[src/rtl/ibuf_feed.sv]
// Input-side sample feeder: bus-loaded data/mask buffers streamed to the systolic array.
// Latency: first sw 2 cycles after start; finish one cycle after the last sw. hold stalls sw with s_in/s_en frozen.
// Optional IBUF_READBACK_EN adds a 1-cycle-latency bus read-back port on both buffers.
module ibuf_feed #(
    parameter int AW = 7,
    parameter int DW = 16
) (
    input  logic          clk,
    input  logic          rst_n,
    input  logic [8:0]    ibus_wadr,
    input  logic [15:0]   ibus_wdata,
    input  logic          ibus_wen,
    input  logic [8:0]    ibus_radr,
    output logic [15:0]   ibus_rdata,
    input  logic [7:0]    run_cntr,
    input  logic          start,
    input  logic          hold,
    output logic [DW-1:0] s_in,
    output logic          s_en,
    output logic          sw,
    output logic          s_running,
    output logic          finish
);

    typedef enum logic [1:0] {IDLE, FETCH, RUN, DONE} state_t;

    state_t        state;
    logic [7:0]    rem;
    logic [7:0]    idx;

    logic [DW-1:0] data_mem [2**AW];
    logic [15:0]   mask_mem [2**AW];

    logic [DW-1:0] data_q;
    logic [15:0]   mask_q;
    logic [3:0]    bit_q;

    logic          data_we;
    logic          mask_we;
    logic          rd_en;
    logic [7:0]    rd_idx;

    assign data_we = ibus_wen & ~ibus_wadr[8];
    assign mask_we = ibus_wen &  ibus_wadr[8];

    assign sw = (state == RUN) & ~hold;

    // Read ahead: FETCH primes sample 0, each strobe fetches the following sample.
    // With no read, the RAM output registers keep s_in/s_en stable across holds.
    assign rd_en  = (state == FETCH) | sw;
    assign rd_idx = (state == FETCH) ? 8'd0 : idx + 8'd1;

    always_ff @(posedge clk) begin
        if (data_we)
            data_mem[ibus_wadr[AW-1:0]] <= DW'(ibus_wdata);
        if (mask_we)
            mask_mem[ibus_wadr[AW-1:0]] <= ibus_wdata;
    end

    always_ff @(posedge clk or negedge rst_n) begin
        if (!rst_n) begin
            data_q <= '0;
            mask_q <= '0;
            bit_q  <= '0;
        end else if (rd_en) begin
            data_q <= data_mem[rd_idx[AW-1:0]];
            mask_q <= mask_mem[AW'(rd_idx[7:4])];
            bit_q  <= 4'd15 - rd_idx[3:0];
        end
    end

    assign s_in = data_q;
    assign s_en = mask_q[bit_q];

    always_ff @(posedge clk or negedge rst_n) begin
        if (!rst_n) begin
            state     <= IDLE;
            rem       <= '0;
            idx       <= '0;
            s_running <= 1'b0;
            finish    <= 1'b0;
        end else begin
            finish <= 1'b0;
            if (start) begin
                rem <= run_cntr;
                idx <= '0;
                if (run_cntr != 8'd0) begin
                    state     <= FETCH;
                    s_running <= 1'b1;
                end else begin
                    state     <= DONE;
                    s_running <= 1'b0;
                    finish    <= 1'b1;
                end
            end else begin
                case (state)
                    IDLE: begin
                        s_running <= 1'b0;
                    end
                    FETCH: begin
                        state     <= RUN;
                        s_running <= 1'b1;
                    end
                    RUN: begin
                        if (!hold) begin
                            idx <= idx + 8'd1;
                            rem <= rem - 8'd1;
                            if (rem == 8'd1) begin
                                state     <= DONE;
                                s_running <= 1'b0;
                                finish    <= 1'b1;
                            end
                        end
                    end
                    DONE: begin
                        state     <= IDLE;
                        s_running <= 1'b0;
                    end
                    default: begin
                        state     <= IDLE;
                        s_running <= 1'b0;
                    end
                endcase
            end
        end
    end

`ifdef IBUF_READBACK_EN
    logic          rb_sel;
    logic [DW-1:0] rb_data;
    logic [15:0]   rb_mask;

    always_ff @(posedge clk or negedge rst_n) begin
        if (!rst_n) begin
            rb_sel  <= 1'b0;
            rb_data <= '0;
            rb_mask <= '0;
        end else begin
            rb_sel  <= ibus_radr[8];
            rb_data <= data_mem[ibus_radr[AW-1:0]];
            rb_mask <= mask_mem[ibus_radr[AW-1:0]];
        end
    end

    assign ibus_rdata = rb_sel ? rb_mask : 16'(rb_data);

    wire unused_radr = ibus_radr[7];
`else
    assign ibus_rdata = '0;

    wire unused_radr = ^ibus_radr;
`endif

    wire unused_wadr = ibus_wadr[7];

endmodule

[config.mk]
export PLATFORM = sky130hd
export DESIGN_NAME = ibuf_feed
export DESIGN_NICKNAME = d
export VERILOG_FILES = /design/src/rtl/ibuf_feed.sv
export SDC_FILE = /design/constraint.sdc
export NUM_CORES = 2
export LEC_CHECK = 0
export CAP_MARGIN = 20
export CORE_MARGIN = 1
export CORE_UTILIZATION = 61
export CTS_BUF_LIST = sky130_fd_sc_hd__clkbuf_8
export CTS_CLUSTER_DIAMETER = 50
export CTS_CLUSTER_SIZE = 16
export DETAILED_ROUTE_END_ITERATION = 16
export PLACE_DENSITY = 0.81
export SLEW_MARGIN = 15
export SYNTH_ARGS = -nofsm -noshare
export SYNTH_HDL_FRONTEND = slang
export SYNTH_SLANG_ARGS = --single-unit
[constraint.sdc]
create_clock -name clk -period 3.15 [get_ports clk]
set_input_delay 0.63 -clock clk [delete_from_list [all_inputs] [get_ports clk]]
set_output_delay 0.63 -clock clk [all_outputs]
set_load 0.01 [all_outputs]
======== Yosys cells after proc, flatten, opt, wreduce, memory -nomap -nowiden ========
Memories as Yosys holds them, arrays and structs flattened. A register that Yosys moved wholly into a read port is not among the register bits.
Cells that the tools add are included.
storage, ports and cells
  word-level logic and storage cells ...... 63
  output and inout bits ................... 36
  memories ................................ 2
  bits of input ports ..................... 47
  bits in registers ....................... 24
  bits in writable memories ............... 4096
memories
  memory    words  bits a word  rd ports  clocked after memory_dff  wr ports  line  text
  data_mem  128    16           1         1                         1         31    logic [DW-1:0] data_mem [2**AW];
  mask_mem  128    16           1         1                         1         32    logic [15:0] mask_mem [2**AW];
cells by class
  add/subtract/negate cells ............... 3
  $lt $le $gt $ge ......................... 1
  reduce and logical (&&, ||, !) cells .... 10
  eq/ne operators ......................... 7
  mux-type cells .......................... 28
  bitwise operators ....................... 6
operators with widths
  operator                                                     count
  2-to-1 mux 8 bit                                             7
  2-to-1 mux 1 bit                                             14
  adder 8 x 1 -> 8 bit (second input constant)                 1
  == test 8 x 1 -> 1 bit (second input constant)               1
  2-to-1 mux 2 bit                                             4
  nonzero test 8 bit                                           1
  subtractor 8 x 1 -> 8 bit (second input constant)            1
  one-hot mux 2 bit (3 select lines)                           1
  less-than comparator 4 x 5 -> 1 bit (second input constant)  1
  binary-select mux 1 bit (select 4 bit)                       1
  == test 2 bit (second input constant)                        2
  AND reduction 2 bit                                          2
  nonzero test 4 bit                                           1
  subtractor 4 bit (first input constant)                      1
  bitwise AND 1 bit                                            3
  inequality test 3 x 2 -> 1 bit (second input constant)       1
  inequality test 3 bit (second input constant)                1
  one-hot mux 1 bit (3 select lines)                           1
  AND reduction 3 bit                                          1
  == test 2 x 1 -> 1 bit (second input constant)               1
  zero test 1 bit                                              2
  zero test 2 bit                                              1
  inequality test 2 bit (second input constant)                1
  NOT 1 bit                                                    2
  3 further kinds                                              3

======== Logic depth before layout (Yosys ltp) ========
  depth in word-level cells ............... 5
  depth in mapped cells ................... 14
  mapped depth without buffers ............ 9

======== Worst setup path before layout ========
OpenSTA, ideal clock, no wires.
  kind .................................... input -> register
  start point ............................. in ibus_wadr[0]
  end point ............................... mem data_mem[121][0], enable pin
  path slack .............................. 0.245 ns
  required time ........................... 2.761 ns
  cell stages on the path ................. 7
  buffers on the path ..................... 3
  setup time .............................. 0.389 ns
  arrival ................................. 2.517 ns
  cells stage by stage .................... clkbuf_1 > or3b_2 > clkbuf_1 > inv_1 > nand2_1 > clkbuf_1 > nor2_1
RTL lines
  element             line  text
  start: declaration  10    input logic [8:0] ibus_wadr,
  end: declaration    31
Straight into the memory's write port.

======== Worst setup path in the final report ========
  start point ............................. reg bit_q[0]
  end point ............................... out s_en
between the ends
  word-level cells in the longest chain between the ends .. 2
ends and longest elaborated chain
  element                                 line  text
  start: declaration                      36    logic [3:0] bit_q;
  start signal: assignment                68    bit_q <= 4'd15 - rd_idx[3:0];
  binary-select mux 1 bit (select 4 bit)  73    assign s_en = mask_q[bit_q];
  2-to-1 mux 1 bit (implied by the code)  73
  end: declaration                        19    output logic s_en,
Every way passes these cells. The select of a mux whose other input is x is not followed.

==> reports/results.tsv <==
stage	metric	value	unit
run_status	outcome	complete, but fails checks	
run_status	violations	negative setup slack	
min_path	hold_path_class	in -> reg	
final_layout	fillers	8835	
clock_network	cts_buffer_depth	3	
synth	yosysUniqueCellTypes	67	
setup_path	worstSetupEndpointType	output port	
floorplan	num_io_pins	83	
setup_path	slowest_delay	530	ps
synth	yosysWarnings	0	
floorplan	die_area	0.156	sq mm
timing	tns	-432	ps
synth	synth_seq_cells	2360	
clock_network	clk_latency	1000	ps
clock_network	root_buffer	clkbuf_8	
timing	setup_slack	-129	ps
setup_path	critical_path_buf_inv_count	1	
global_route	grtUsageTotal	34.8	%
final_layout	fin_nets	7093	
timing	slew_violations	0	
floorplan	fp.dieW	395	um
detailed_routing	dr.pass1.iters	9	
synth	seq_area_frac_synth	74.9	%
final_layout	stdcell_count	9191	
placement	placedCellCount	8813	
power	power	0.0564	W
detailed_routing	wl_per_cell	30.5	um
floorplan	initial_utilization	61.8	%
setup_path	path_class	reg -> out	
setup_path	cp_max_fo	5	
placement	gp_congestion	1.00	
clock_network	path_clk_slew	90	ps
detailed_routing	vias_per_cell	6.87	
clock_network	cts_tree	yes	
setup_path	worstPathRequired	2520	ps
detailed_routing	drcViolationCount	0	
timing	post-route-period-util	104	%
detailed_routing	wl_met3	40.8	mm
clock_network	cts_buffers	187	
final_layout	layout_common_cells	edfxtp_1 (2304), nand2_1 (1063), buf_4 (532)	
setup_path	path_delay_family	multiplexers	
setup_path	crit_top_cell	mux4_2	
global_route	grt_pass1_vias	60795	
floorplan	die-height	395	um
setup_path	cpMaxStageDelayCell	mux4_2	
global_route	grt_antenna_before_repair	20	
setup_path	path_cells	mux4_2 > mux4_2 > buf_6	
floorplan	fp.coreArea	0.153	sq mm
timing	tightest_slew	1010	ps
global_route	grt_pass1_wl	396	mm
final_layout	final_layout_size_suffix_gt1_share	19.5	%
timing	rsz0062_at_grt	yes	
timing	fmax	0.305	GHz
synth	ys.flop_type	edfxtp_1	
timing	finClkSkew	46.3	ps
global_route	grt_max_degree	145	
setup_path	start_kind	register	
final_layout	syn2layout_area_growth	16.4	%
power	p_leak	36.0	nW
global_route	grt-ovfl-total	0	
power	powerDensity	514	mW/mm^2
setup_path	cp.arrival	2650	ps
timing	setup_violations	12	
detailed_routing	ant_nets	0	
run	drv_cap	0	
detailed_routing	drtIter0Drc	10417	
clock_network	htree_num_levels	4	
synth	synth_edf_count	2304	
synth	syn_area	0.0943	sq mm
timing	finalHoldViolations	0	
final_layout	final_core_util	71.9	%
power	vdd_drop_max	395	uV
clock_network	cts.sinks	2360	
timing	timing.final.crit_period	3280	ps
final_layout	final_common_cell	edfxtp_1	
placement	port_buffers	56	
timing	slew_headroom	32.5	%
synth	async_flop_share	2.37	%
detailed_routing	met2WireLength	129	mm
synth	synthesis.instances	6481	
detailed_routing	top_layer	met5	
detailed_routing	wl_met1	94.6	mm
synth	syn_avg_cell_area	14.5	sq um
detailed_routing	routed_wl	280	mm
floorplan	num_rows	143	
placement	dp_slack	-552	ps
placement	post-dp-hpwl	171	mm
detailed_routing	via_count	63099	
[worst register-to-register path, cell delays in order (launching register included)]
cell      delay [ps]
dfrtp_4          460
ha_4             190
buf_4            130
nand3_2          160
or3_4            420
a21oi_2          150
buf_4            170
nand4_1          160
buf_6            200
a21oi_1          230
nor4_4            80
buf_4            170
nor4_2           280
buf_4            210
a211oi_1          60
[power by group]
group	leakage, nW	switching (W)	internal (W)
logic	12.7	0.00271	0.00136
registers	21.4	0.000191	0.0345
clock network	1.99	0.0102	0.00743
total	36.0	0.0131	0.0433
[cell usage after synthesis, types with 6 or more instances]
cell type,instances,share of area (%)
a2111oi_0,17,0.16
a211oi_1,274,2.2
a21oi_1,196,1.0
a221oi_1,65,0.60
a22o_1,6,0.056
a311o_1,16,0.17
a311oi_1,53,0.49
a31oi_1,182,1.2
a32oi_1,32,0.30
and2_1,10,0.066
and3_1,23,0.15
buf_1,101,0.40
buf_2,163,0.87
buf_4,25,0.20
clkbuf_1,204,0.81
dfrtp_1,56,1.5
edfxtp_1,2304,73
inv_1,7,0.028
mux2_2,51,0.61
mux2i_1,242,2.6
mux4_2,37,0.88
nand2_1,1073,4.3
nand3_1,367,1.9
nand4_1,13,0.086
nor2_1,242,0.96
nor2b_1,118,0.78
nor3_1,45,0.24
nor4_1,26,0.17
o2111ai_1,10,0.093
o211ai_1,66,0.53
o21ai_0,155,0.82
o221ai_1,59,0.55
o22a_1,22,0.20
o22ai_1,76,0.50
o31ai_1,8,0.064
or3_1,47,0.31
or4_1,11,0.088
xnor2_1,8,0.074
xor2_1,7,0.065
[final timing paths]
check	start	endpoint	slack, ps	cells after the start
setup / recovery	bit_q[0]	s_en	-130	3
hold / removal	ibus_wdata[13]	data_mem[83][13]	110	1
setup reg to reg	idx[0]	s_in[6]	-70	14
hold reg to reg	mask_q[6]	mask_q[6]	530	2
max in group asynchronous	rst_n	s_in[7]	2160	3
min in group asynchronous	rst_n	rem[2]	280	2
[state kept, by name, indices dropped and copies added (netlist names)]
| name | count |
|---|---|
| idx | 8 |
| s_in | 16 |
| data_mem | 2048 |
| mask_mem | 256 |
| s_running | 1 |
| state | 2 |
| mask_q | 16 |
| rem | 8 |
| bit_q | 4 |
| finish | 1 |
[through the flow]
step	hold WS, ps	instance area [sq um]
after global placement	506	103000
after global routing	71.9	110000
final	107	110000
after CTS	33.7	108000
after floorplan	334	94300
after detailed placement	528	103000
[cell families (layout without fill, tap and decap cells)]
kind of cell	Yosys count	after routing	synth area share, %
xor gates and xnor gates	16	16	0.157
and+or+nand+nor	1997	1998	9.26
buffers and inverters	501	1158	2.31
muxes	330	330	4.06
AOI/OAI and AO/OA	1273	1273	9.31
adders and majority gates	3	3	0.0398
other	1	23	0.00398
DFF	2360	2360	74.9
[metal layers]
metal / global-route usage [%] / vias to the layer above
li1: - / 26103
met2: 53.7 / 5159
met3: 9.32 / 946
met5: 0 / -
met1: 46.0 / 30871
met4: 17.5 / 20
[final cells by class]
class / count / area [sq um] / share of cell area [%]
Antenna cell: 7 / 17.5 / 0.0160
Clock buffer: 191 / 2630 / 2.40
Clock inverter: 109 / 1180 / 1.08
Inverter: 8 / 32.5 / 0.0296
Multi-Input combinational cell: 3636 / 23100 / 21.1
Sequential cell: 2360 / 70600 / 64.3
Tap cell: 2030 / 2540 / 2.31
Timing Repair Buffer: 850 / 9630 / 8.77
[repair_timing]
| action | 4_1_cts | 5_1_grt |
|---|---|---|
| gates cloned | 3 | 10 |
| pin swaps | 23 | 49 |
| endpoints found under the setup margin | 34 | 33 |
| gates resized for setup | 164 | 230 |
| endpoints found under the hold margin | 49 | 0 |
| buffers inserted | 20 | 41 |
| hold buffers | 2 | 0 |
Power figures use the tool's default switching activity.
